<file path="src/rtl/video_pkg.sv">
// Shared constants and group-geometry helpers for the video fetch path.
package video_pkg;

  localparam int unsigned DW = 16;  // DRAM word width
  localparam int unsigned GW = 32;  // pixel group width presented to the renderer

  typedef enum logic [1:0] {
    R_ZX = 2'd0,
    R_HC = 2'd1,
    R_XC = 2'd2,
    R_TX = 2'd3
  } render_mode_e;

  typedef enum logic [1:0] {
    S_IDLE     = 2'd0,
    S_PREFETCH = 2'd1,
    S_RUN      = 2'd2
  } fetch_state_e;

  // Index of the last pixel within one group for the given mode.
  function automatic logic [3:0] group_last(input logic [1:0] mode);
    logic [3:0] last;
    case (mode)
      R_ZX, R_TX: last = 4'd15;
      R_HC:       last = 4'd3;
      default:    last = 4'd1;
    endcase
    return last;
  endfunction

  // Number of DRAM words that make up one group for the given mode.
  function automatic logic [1:0] words_per_group(input logic [1:0] mode);
    logic [1:0] wpg;
    case (mode)
      R_ZX, R_TX: wpg = 2'd2;
      default:    wpg = 2'd1;
    endcase
    return wpg;
  endfunction

endpackage

</file>
<file path="src/rtl/video_fetch_buf.sv">
// Double buffer: back buffer collects DRAM words, front buffer drives the renderer.
module video_fetch_buf
  import video_pkg::*;
(
  input  logic          clk,
  input  logic          rst,
  input  logic          clr_i,
  input  logic [1:0]    wpg_i,
  input  logic          wr_i,
  input  logic [DW-1:0] wdata_i,
  input  logic          swap_i,
  output logic [GW-1:0] data_o,
  output logic [1:0]    bcnt_o,
  output logic          full_c,
  output logic [1:0]    bcnt_nxt_c,
  output logic          wr_ok_c,
  output logic          swap_ok_c
);

  logic [DW-1:0] back0_q, back0_d;
  logic [DW-1:0] back1_q, back1_d;
  logic [DW-1:0] front0_q, front0_d;
  logic [DW-1:0] front1_q, front1_d;
  logic [1:0]    bcnt_q, bcnt_d;

  // Writes only land in a non-full back buffer; swaps only happen from a full one.
  assign full_c    = (bcnt_q == wpg_i);
  assign wr_ok_c   = wr_i && !full_c && !clr_i;
  assign swap_ok_c = swap_i && full_c && !clr_i;

  // Back-buffer fill, swap into front, and line-restart clear of the word count.
  always_comb begin
    back0_d  = back0_q;
    back1_d  = back1_q;
    front0_d = front0_q;
    front1_d = front1_q;
    bcnt_d   = bcnt_q;
    if (clr_i) begin
      bcnt_d = 2'd0;
    end else if (swap_ok_c) begin
      front0_d = back0_q;
      front1_d = (wpg_i == 2'd2) ? back1_q : '0;
      bcnt_d   = 2'd0;
    end else if (wr_ok_c) begin
      if (bcnt_q == 2'd0) back0_d = wdata_i;
      else                back1_d = wdata_i;
      bcnt_d = bcnt_q + 2'd1;
    end
  end

  // Buffer registers.
  always_ff @(posedge clk) begin
    if (rst) begin
      back0_q  <= '0;
      back1_q  <= '0;
      front0_q <= '0;
      front1_q <= '0;
      bcnt_q   <= 2'd0;
    end else begin
      back0_q  <= back0_d;
      back1_q  <= back1_d;
      front0_q <= front0_d;
      front1_q <= front1_d;
      bcnt_q   <= bcnt_d;
    end
  end

  assign data_o     = {front1_q, front0_q};
  assign bcnt_o     = bcnt_q;
  assign bcnt_nxt_c = bcnt_d;

endmodule

</file>
<file path="src/rtl/video_fetch.sv">
// Per-scanline DRAM fetcher feeding pixel groups and pixel selector to the renderer.
module video_fetch
  import video_pkg::*;
#(
  parameter int unsigned AW = 21
) (
  input  logic          clk,
  input  logic          rst,
  input  logic          pix_stb,
  input  logic          line_start,
  input  logic          fetch_en,
  input  logic [1:0]    render_mode,
  input  logic [AW-1:0] gfx_base,
  input  logic [AW-1:0] atr_base,
  output logic          vid_req,
  output logic [AW-1:0] vid_addr,
  input  logic          vid_strb,
  input  logic [DW-1:0] vid_data,
  output logic [GW-1:0] data,
  output logic [3:0]    psel,
  output logic          underrun
);

  fetch_state_e  state_q, state_d;
  logic [1:0]    mode_q, mode_d;
  logic [AW-1:0] gfx_ptr_q, gfx_ptr_d;
  logic [AW-1:0] atr_ptr_q, atr_ptr_d;
  logic [AW-1:0] vid_addr_q, vid_addr_d;
  logic [3:0]    psel_q, psel_d;
  logic          front_vld_q, front_vld_d;
  logic          underrun_q, underrun_d;
  logic          vid_req_q, vid_req_d;

  logic [1:0]    wpg_cur, wpg_nxt;
  logic [3:0]    last_idx;
  logic          adv, wrap;
  logic          buf_wr, buf_swap;
  logic [1:0]    bcnt, bcnt_nxt;
  logic          full, wr_ok, swap_ok;

  assign wpg_cur  = words_per_group(mode_q);
  assign last_idx = group_last(mode_q);

  // A qualifying pixel strobe only counts in RUN; line_start pre-empts everything.
  assign adv      = pix_stb && fetch_en && (state_q == S_RUN) && !line_start;
  assign wrap     = adv && (psel_q == last_idx);
  assign buf_wr   = vid_strb && (state_q != S_IDLE) && !line_start;
  assign buf_swap = !line_start &&
                    (wrap || ((state_q == S_PREFETCH) && !front_vld_q));

  video_fetch_buf u_buf (
    .clk        (clk),
    .rst        (rst),
    .clr_i      (line_start),
    .wpg_i      (wpg_cur),
    .wr_i       (buf_wr),
    .wdata_i    (vid_data),
    .swap_i     (buf_swap),
    .data_o     (data),
    .bcnt_o     (bcnt),
    .full_c     (full),
    .bcnt_nxt_c (bcnt_nxt),
    .wr_ok_c    (wr_ok),
    .swap_ok_c  (swap_ok)
  );

  // Next-state: line control, pointer advance, pixel selector and request outputs.
  always_comb begin
    state_d     = state_q;
    mode_d      = mode_q;
    gfx_ptr_d   = gfx_ptr_q;
    atr_ptr_d   = atr_ptr_q;
    psel_d      = psel_q;
    front_vld_d = front_vld_q;
    underrun_d  = underrun_q;

    unique case (state_q)
      S_IDLE: ;
      S_PREFETCH: begin
        if (swap_ok) front_vld_d = 1'b1;
        if (front_vld_q && full) state_d = S_RUN;
      end
      S_RUN: begin
        if (adv) begin
          if (wrap) begin
            psel_d = 4'd0;
            if (!full) underrun_d = 1'b1;
          end else begin
            psel_d = psel_q + 4'd1;
          end
        end
      end
      default: state_d = S_IDLE;
    endcase

    // ZX/text groups fetch gfx into slot 0 and attr into slot 1.
    if (wr_ok) begin
      if ((wpg_cur == 2'd2) && (bcnt == 2'd1)) atr_ptr_d = atr_ptr_q + AW'(1);
      else                                    gfx_ptr_d = gfx_ptr_q + AW'(1);
    end

    if (line_start) begin
      state_d     = S_PREFETCH;
      mode_d      = render_mode;
      gfx_ptr_d   = gfx_base;
      atr_ptr_d   = atr_base;
      psel_d      = 4'd0;
      front_vld_d = 1'b0;
      underrun_d  = underrun_q;
    end

    wpg_nxt    = words_per_group(mode_d);
    vid_addr_d = ((wpg_nxt == 2'd2) && (bcnt_nxt == 2'd1)) ? atr_ptr_d : gfx_ptr_d;
    vid_req_d  = (state_d != S_IDLE) && (bcnt_nxt != wpg_nxt);
  end

  // Control and output registers.
  always_ff @(posedge clk) begin
    if (rst) begin
      state_q     <= S_IDLE;
      mode_q      <= 2'd0;
      gfx_ptr_q   <= '0;
      atr_ptr_q   <= '0;
      vid_addr_q  <= '0;
      psel_q      <= 4'd0;
      front_vld_q <= 1'b0;
      underrun_q  <= 1'b0;
      vid_req_q   <= 1'b0;
    end else begin
      state_q     <= state_d;
      mode_q      <= mode_d;
      gfx_ptr_q   <= gfx_ptr_d;
      atr_ptr_q   <= atr_ptr_d;
      vid_addr_q  <= vid_addr_d;
      psel_q      <= psel_d;
      front_vld_q <= front_vld_d;
      underrun_q  <= underrun_d;
      vid_req_q   <= vid_req_d;
    end
  end

  assign vid_req  = vid_req_q;
  assign vid_addr = vid_addr_q;
  assign psel     = psel_q;
  assign underrun = underrun_q;

endmodule

</file>
<file path="config.mk">
export PLATFORM = sky130hd
export DESIGN_NAME = video_fetch
export DESIGN_NICKNAME = d
export VERILOG_FILES = /design/src/rtl/video_pkg.sv /design/src/rtl/video_fetch_buf.sv /design/src/rtl/video_fetch.sv
export SDC_FILE = /design/constraint.sdc
export NUM_CORES = 1
export LEC_CHECK = 0
export CORE_MARGIN = 2
export CORE_UTILIZATION = 35
export CTS_CLUSTER_DIAMETER = 150
export CTS_CLUSTER_SIZE = 25
export DETAILED_ROUTE_END_ITERATION = 7
export MAX_ROUTING_LAYER = met4
export PLACE_DENSITY = 0.64
export RECOVER_POWER = 50
export SYNTH_ARGS = -nofsm -noshare
export SYNTH_HDL_FRONTEND = slang
export SYNTH_HIERARCHICAL = 1
export SYNTH_SLANG_ARGS = --single-unit
</file>
<file path="constraint.sdc">
create_clock -name clk -period 3.4 [get_ports clk]
set_input_delay 0.51 -clock clk [delete_from_list [all_inputs] [get_ports clk]]
set_output_delay 0.51 -clock clk [all_outputs]
set_load 0.005 [all_outputs]
</file>
==> results.tsv, run 1 <==
metric	value	unit
status	finished, final reports clean	
Psw	0.000980	W
Worst Reg2Reg Path Length in Cells	12	
cts bufs inserted	17	
Design Area, Final	0.00836	mm²
layout cells sized above 1	0.0742	
Clk Latency, worst-skew pair	0.42	ns
Clk pwr share	0.477	
part of the power in registers	0.425	
max cap viols	0	
WS Path Type	reg -> reg	
asr flop ratio synth	0	
Post-synth top flop	dfxtp_1	
CTS Buffer Depth	2	
Synth cell types	63	
RR Startpoint	mode_q[0]	
DP HPWL	12800	µm
initial antenna violation count	0	
Pwr Density	494	mW/mm²
Die Width	138	µm
setup_tns	0	ns
CTS H-tree lvls	4	
Final Setup Violations	0	
final period utilization	0.938	
Sw Ratio	0.237	
Multi-input gate area	0.00319	mm²
reg2reg setup slack	0.21	ns
Final Hold Vio Count	0	
antenna viol nets, final	0	
nets	948	
Synth Area in XOR/XNOR	0.0419	
Mapped Cells	762	
TritonRoute pass-1 iters	5	
gr usage total	0.201	
vias per inst	5.24	
Setup Fix Bufs, Post-CTS	0	
worst min-delay path category	reg -> reg	
total number of vias	5839	
Final Power	0.00413	W
worst slew pin tran	0.730	ns
Leak	3.10	nW
# port buffers	124	
RSZ-0062 raised after global routing	false	
count of flip-flops with a built-in enable after synthesis	0	
max incr delay on CP	0.43	ns
simple-gate share of the synthesized area	0.263	
post-place setup slack	0.0710	ns
Combinational Power Share	0.098	
Worst Hold End	u_buf/front1_q[6]	
clk slew on worst S/H paths	0.06	ns
critical path capture point type	flip-flop	
final WL	18300	µm
largest net degree at the start of global routing	72	
core area	0.0174	mm²
worst path cell trace	inv_1, ha_2, inv_1, xor2_1, nor2_1, nor2_1, buf_4, and4_1, nand2_1, o31a_1, o31ai_1, o32ai_1	
max frequency	314	MHz
setup ws final	0.211	ns
first-pass GRT wire length	28600	µm
Slew HR	0.513	
die height	138	µm
Synth Area in Compound Gates	0.162	
Max VDD drop	367	µV
row cnt	48	
largest family of logic cells by synthesized area	simple AND/OR/NAND/NOR gates	
Clock Skew	0.0103	ns
mean post-synth cell area	8.24	µm²
Critical Path Slowest Stage Cell	ha_2	
Reg area	0.00280	mm²
initial drt markers	369	
Initial Util	0.360	
CP startpoint	mode_q[0]	
Critical R2R Capture	vid_addr[13]	
fin crit period	3.19	ns
final cell count without fillers	1114	
Routed wire per std cell	16.4	µm
Worst EP required	3.68	ns
I/O pins	125	
Warnings, synthesis	6	
# diodes	0	
Placed Instances	1083	
Clock Sinks	140	
Die Area	0.0190	mm²
Max FO, Critical Path	11	
Fillers	1747	
hold_sp	u_buf/front1_q[6]	
multiplexer share of the synthesized area	0.0275	
Adder-Cell Fraction of Synth Area	0.00997	
Area after DPL	0.00771	mm²
vias in the first global route	5576	
Synthesized Nets	833	
final RePlAce weighted congestion	0.888	
CTS tree	done	
root buf cell	clkbuf_16	
max-slew violations	0	
DRC violations left	0	
Pint	0.00315	W
Cells on Worst Hold Path	2	
Layout area overhead	33.2	%
synthesized flop and latch total	140	
CP Launch Type	flip-flop	
Seq/Total Area, Yosys	0.446	
gr ovfl total	0	
Arr. time, crit path	3.47	ns
Synth Cell Area	0.00628	mm²
==> kinds of logic (layout without fill, tap and decap cells) <==
| logic type | Yosys count | in the layout |
|---|---|---|
| buffers and inverters | 63 | 190 |
| adder cells (fa/ha/maj) | 5 | 5 |
| multiplexers | 17 | 17 |
| XOR/XNOR | 30 | 30 |
| AO/OA/AOI/OAI | 158 | 158 |
| flip-flops | 140 | 140 |
| AND/OR/NAND/NOR | 349 | 349 |
==> flip-flops by register name (all words and copies together) (netlist names) <==
register,count
vid_req,1
u_buf/front1_q,16
underrun,1
u_buf/bcnt_o,2
front_vld_q,1
atr_ptr_q,21
mode_q,2
psel,4
u_buf/front0_q,16
vid_addr,21
state_q,2
gfx_ptr_q,21
u_buf/back0_q,16
u_buf/back1_q,16
==> layer usage <==
metal / track usage / part of all wire / up-vias
met5: - / 0 / -
li1: - / - / 2921
met4: 0.0771 / 0.024 / 0
met3: 0.0365 / 0.060 / 32
met1: 0.259 / 0.46 / 2680
met2: 0.314 / 0.45 / 206
==> cells in the mapped netlist, drive strengths merged (6+ instances only) <==
library cell	instances	area [µm²]
mux2i	15	150
inv	15	56.3
nor2b	7	43.8
nand2b	17	106
nor4	18	119
o31a	9	78.8
xor2	11	96.3
dfxtp	140	2800
nand4	19	119
clkbuf	28	106
o22ai	6	37.5
o31ai	13	97.6
xnor2	19	166
o21a	7	52.6
nor3	24	120
nand2	141	529
o32ai	8	70.1
buf	18	126
nor2	58	218
nand3	33	170
a21oi	82	410
or3	6	37.5
==> area by class of cell <==
class	count	share of cell area
multi-input cells	559	0.382
flip-flops and latches	140	0.335
repair buffers	142	0.165
clock inverters	13	0.0229
clock buffers	18	0.0525
well taps	225	0.0337
inverters	17	0.00913
==> cell usage in the layout (no fill, tap or decap), types with 5 or more instances in the layout <==
cell and count:
dfxtp_1 140, nand2_1 139, a21oi_1 82, clkdlybuf4s50_1 61, dlygate4sd3_1 61, nor2_1 58, nand3_1 32, nor3_1 24
xnor2_1 19, nand4_1 19, nand2b_1 17, nor4_1 17, clkbuf_16 17, buf_4 17, mux2i_1 15, inv_1 14
xor2_1 11, o31a_1 9, o31ai_1 9, o32ai_1 8, nor2b_1 7, o21a_1 7, or3_1 6, o22ai_1 6
o211a_1 5, and3_1 5, and2_1 5
==> worst max path at each step <==
stage / end / cells after the start / slack, ns
floorplan: vid_addr[9] / 12 / 0.20
global route: vid_addr[6] / 13 / 0.03
finish: vid_addr[13] / 12 / 0.21
CTS: vid_addr[19] / 12 / 0.06
detailed placement: vid_addr[19] / 12 / 0.07
global placement: vid_addr[19] / 12 / 0.16
==> worst max-delay path: cells and delay by family, from the launching register on <==
family	cells	cell delay, ns
AOI/OAI and AO/OA	3	0.86
xor gates and xnor gates	1	0.27
adders and majority gates	1	0.43
buffers and inverters	3	0.39
DFF	1	0.36
and+or+nand+nor	4	0.74
==> metrics by stage <==
| stage | util | hold WS, ns |
|---|---|---|
| 2_1_floorplan | - | 0.432 |
| 3_3_place_gp | 0.443 | 0.438 |
| 3_5_place_dp | 0.443 | 0.443 |
| 4_1_cts | 0.479 | 0.450 |
| 5_1_grt | 0.480 | 0.467 |
| 6_report | 0.480 | 0.445 |
==> what timing repair did <==
action	CTS	global route
hold buffers	0	0
endpoints found under the hold margin	0	0
gates resized for setup	0	7
setup endpoints to repair	0	25
==> power by group through the flow <==
stage	Sequential, W	Combinational (W)	Clock (W)
4_1_cts	0.00175	0.000412	0.00200
2_1_floorplan	0.00177	0.000216	0
5_1_grt	0.00176	0.000444	0.00207
3_5_place_dp	0.00179	0.000409	0
6_report	0.00175	0.000406	0.00197
3_3_place_gp	0.00179	0.000409	0
Note: power is estimated with default switching activity, not from simulation.
==> inputs of run 2 (changes only) <==
--- a/config.mk
+++ b/config.mk
@@ -5,6 +5,7 @@
 export SDC_FILE = /design/constraint.sdc
 export NUM_CORES = 1
 export LEC_CHECK = 0
+export CAP_MARGIN = 15
 export CORE_MARGIN = 2
 export CORE_UTILIZATION = 35
 export CTS_CLUSTER_DIAMETER = 150
==> results of run 2 <==
Same layout as run 1: the final DEF is identical, and so are final timing and power.
==> inputs of run 3 (changes only) <==
--- a/config.mk
+++ b/config.mk
@@ -6,12 +6,10 @@
 export NUM_CORES = 1
 export LEC_CHECK = 0
 export CAP_MARGIN = 15
-export CORE_MARGIN = 2
 export CORE_UTILIZATION = 35
 export CTS_CLUSTER_DIAMETER = 150
 export CTS_CLUSTER_SIZE = 25
 export DETAILED_ROUTE_END_ITERATION = 7
-export MAX_ROUTING_LAYER = met4
 export PLACE_DENSITY = 0.64
 export RECOVER_POWER = 50
 export SYNTH_ARGS = -nofsm -noshare
==> run 3 against run 2 <==
Compared with the run above: the flow now finishes with violations (max-capacitance violations, max-slew violations); highest routed layer unchanged; worst setup slack better by 0.017 ns; largest power group unchanged; die area down 2.9%; flip-flop and latch count unchanged.
==> results.tsv, run 3 (synthesis gave the netlist of run 1 again) <==
metric	value	unit	change
# port buffers	124		unchanged
Fillers	1673		was 1,747
Clock Skew	0.00647	ns	was 0.0103 ns
Design Area, Final	0.00836	mm²	about the same
first-pass GRT wire length	28300	µm	was 28,600 µm
Worst Reg2Reg Path Length in Cells	15		was 12
Die Width	136	µm	was 138 µm
status	complete, but fails checks		was finished, final reports clean
initial antenna violation count	0		unchanged
antenna viol nets, final	0		unchanged
Arr. time, crit path	3.46	ns	was 3.47 ns
max-slew violations	34		was 0
die height	136	µm	was 138 µm
Worst Hold End	u_buf/front1_q[7]		was u_buf/front1_q[6]
DP HPWL	12600	µm	was 12,800 µm
Cells on Worst Hold Path	2		unchanged
Final Power	0.00417	W	was 0.00413 W
vias in the first global route	5403		was 5,576
Worst path top cell family by delay	simple AND/OR/NAND/NOR gates		was compound AO/OA/AOI/OAI gates
final period utilization	0.933		was 0.938
# diodes	0		unchanged
total number of vias	5916		was 5,839
max incr delay on CP	0.36	ns	was 0.43 ns
row cnt	48		unchanged
CTS H-tree lvls	4		unchanged
Max FO, Critical Path	13		was 11
CTS Hold Buffers Added	0		unchanged
CP bufs+invs	2		was 3
final RePlAce weighted congestion	0.922		was 0.888
Leak	3.12	nW	was 3.10 nW
core area	0.0174	mm²	unchanged
clk slew on worst S/H paths	0.06	ns	about the same
final WL	18300	µm	about the same
Layout area overhead	33.2	%	about the same
CP Launch Type	flip-flop		unchanged
Area after DPL	0.00770	mm²	was 0.00771 mm²
CTS tree	done		unchanged
reg2reg setup slack	0.23	ns	was 0.21 ns
max cap viols	1		was 0
I/O pins	125		unchanged
Critical R2R Capture	vid_addr[19]		was vid_addr[13]
commonest non-fill, non-tap cells in the layout	nand2_1 (140), dfxtp_1 (140), a21oi_1 (82)		was dfxtp_1 (140), nand2_1 (139), a21oi_1 (82)
CTS Buffer Depth	2		unchanged
Worst EP required	3.69	ns	was 3.68 ns
Max VDD drop	366	µV	was 367 µV
fin crit period	3.17	ns	was 3.19 ns
RR Startpoint	mode_q[0]		unchanged
Routed wire per std cell	16.4	µm	about the same
max frequency	315	MHz	was 314 MHz
DRC violations left	0		unchanged
cts bufs inserted	17		unchanged
root buf cell	clkbuf_16		unchanged
Slew HR	-0.122		was 0.513
initial drt markers	362		was 369
Crit path top cell by count	nor2_1		
Critical Path Slowest Stage Cell	dfxtp_1		was ha_2
Clock Sinks	140		unchanged
Initial Util	0.360		unchanged
post-place setup slack	0.125	ns	was 0.0710 ns
worst min-delay path category	reg -> reg		unchanged
layout cells sized above 1	0.0751		was 0.0742
hold_sp	u_buf/front1_q[7]		was u_buf/front1_q[6]
RSZ-0062 raised after global routing	false		unchanged
gr ovfl total	0		unchanged
Pwr Density	498	mW/mm²	was 494 mW/mm²
worst path cell trace	inv_1, ha_1, or3_1, a21oi_1, and3_1, a21oi_1, nor2_1, nor2_1, mux2i_1, nor2_1, nand2b_1, or2_4, nand2_1, buf_4, o32ai_1		was inv_1, ha_2, inv_1, xor2_1, nor2_1, nor2_1, buf_4, and4_1, nand2_1, o31a_1, o31ai_1, o32ai_1
nets	950		was 948
setup_tns	0	ns	unchanged
Clk Latency, worst-skew pair	0.42	ns	about the same
gr usage total	0.202		was 0.201
failing checks	max-capacitance violations, max-slew violations		
worst slew pin tran	1.68	ns	was 0.730 ns
Die Area	0.0185	mm²	was 0.0190 mm²
largest net degree at the start of global routing	77		was 72
Final Setup Violations	0		unchanged
vias per inst	5.30		was 5.24
setup ws final	0.228	ns	was 0.211 ns
Final Hold Vio Count	0		unchanged
TritonRoute pass-1 iters	5		unchanged
WS Path Type	reg -> reg		unchanged
critical path capture point type	flip-flop		unchanged
[run 3: final cells by class]
class	instances	area, µm²	share of cell area
multi-input cells	559	3180	0.380
repair buffers	144	1380	0.165
flip-flops and latches	140	2800	0.335
inverters	17	76.3	0.00912
clock buffers	21	480	0.0574
clock inverters	11	164	0.0196
well taps	225	282	0.0337
[run 3: repair_timing]
item / 4_1_cts / 5_1_grt
setup buffers: 0 / 1
setup endpoints to repair: 0 / 28
endpoints found under the hold margin: 0 / 0
gates resized for setup: 0 / 6
[run 3: worst max-delay path by stage]
| stage | slack, ns | depth (start not counted) | startpoint | end |
|---|---|---|---|---|
| 2_1_floorplan | 0.20 | 12 | line_start | vid_addr[9] |
| 3_3_place_gp | 0.19 | 15 | mode_q[0] | vid_addr[8] |
| 3_5_place_dp | 0.12 | 14 | fetch_en | vid_addr[1] |
| 6_report | 0.23 | 15 | mode_q[0] | vid_addr[19] |
| 4_1_cts | 0.11 | 15 | mode_q[0] | vid_addr[8] |
| 5_1_grt | 0.01 | 11 | mode_q[0] | vid_addr[13] |
[run 3: worst min-delay path: cells and delay by family, from the launching register on]
kind | cells | cell delay (ns)
AND/OR/NAND/NOR | 1 | 0.05
flip-flops | 1 | 0.30
AO/OA/AOI/OAI | 1 | 0.05
[run 3: where the power goes]
group	leakage [nW]	total (W)	switching (W)	internal (W)
registers	1.14	0.00175	0.0000509	0.00170
clock network	0.315	0.00201	0.000709	0.00130
logic	1.66	0.000405	0.000208	0.000197
total	3.12	0.00417	0.000968	0.00320
[run 3: per-stage QoR]
stage | cells | util | hold WS [ns]
after CTS | 1116 | 0.479 | 0.451
final | 1117 | 0.480 | 0.447
after global routing | 1117 | 0.480 | 0.463
after global placement | 1084 | 0.442 | 0.440
after detailed placement | 1084 | 0.442 | 0.444
after floorplan | 762 | - | 0.432
[run 3: layer usage]
metal / part of all wire / vias up / wire length (µm) / track usage
met5: 0 / - / 0 / 0
met4: 0.023 / 0 / 418 / 0.0877
met3: 0.059 / 32 / 1080 / 0.0433
met2: 0.46 / 191 / 8390 / 0.322
met1: 0.46 / 2767 / 8380 / 0.263
li1: - / 2926 / - / -
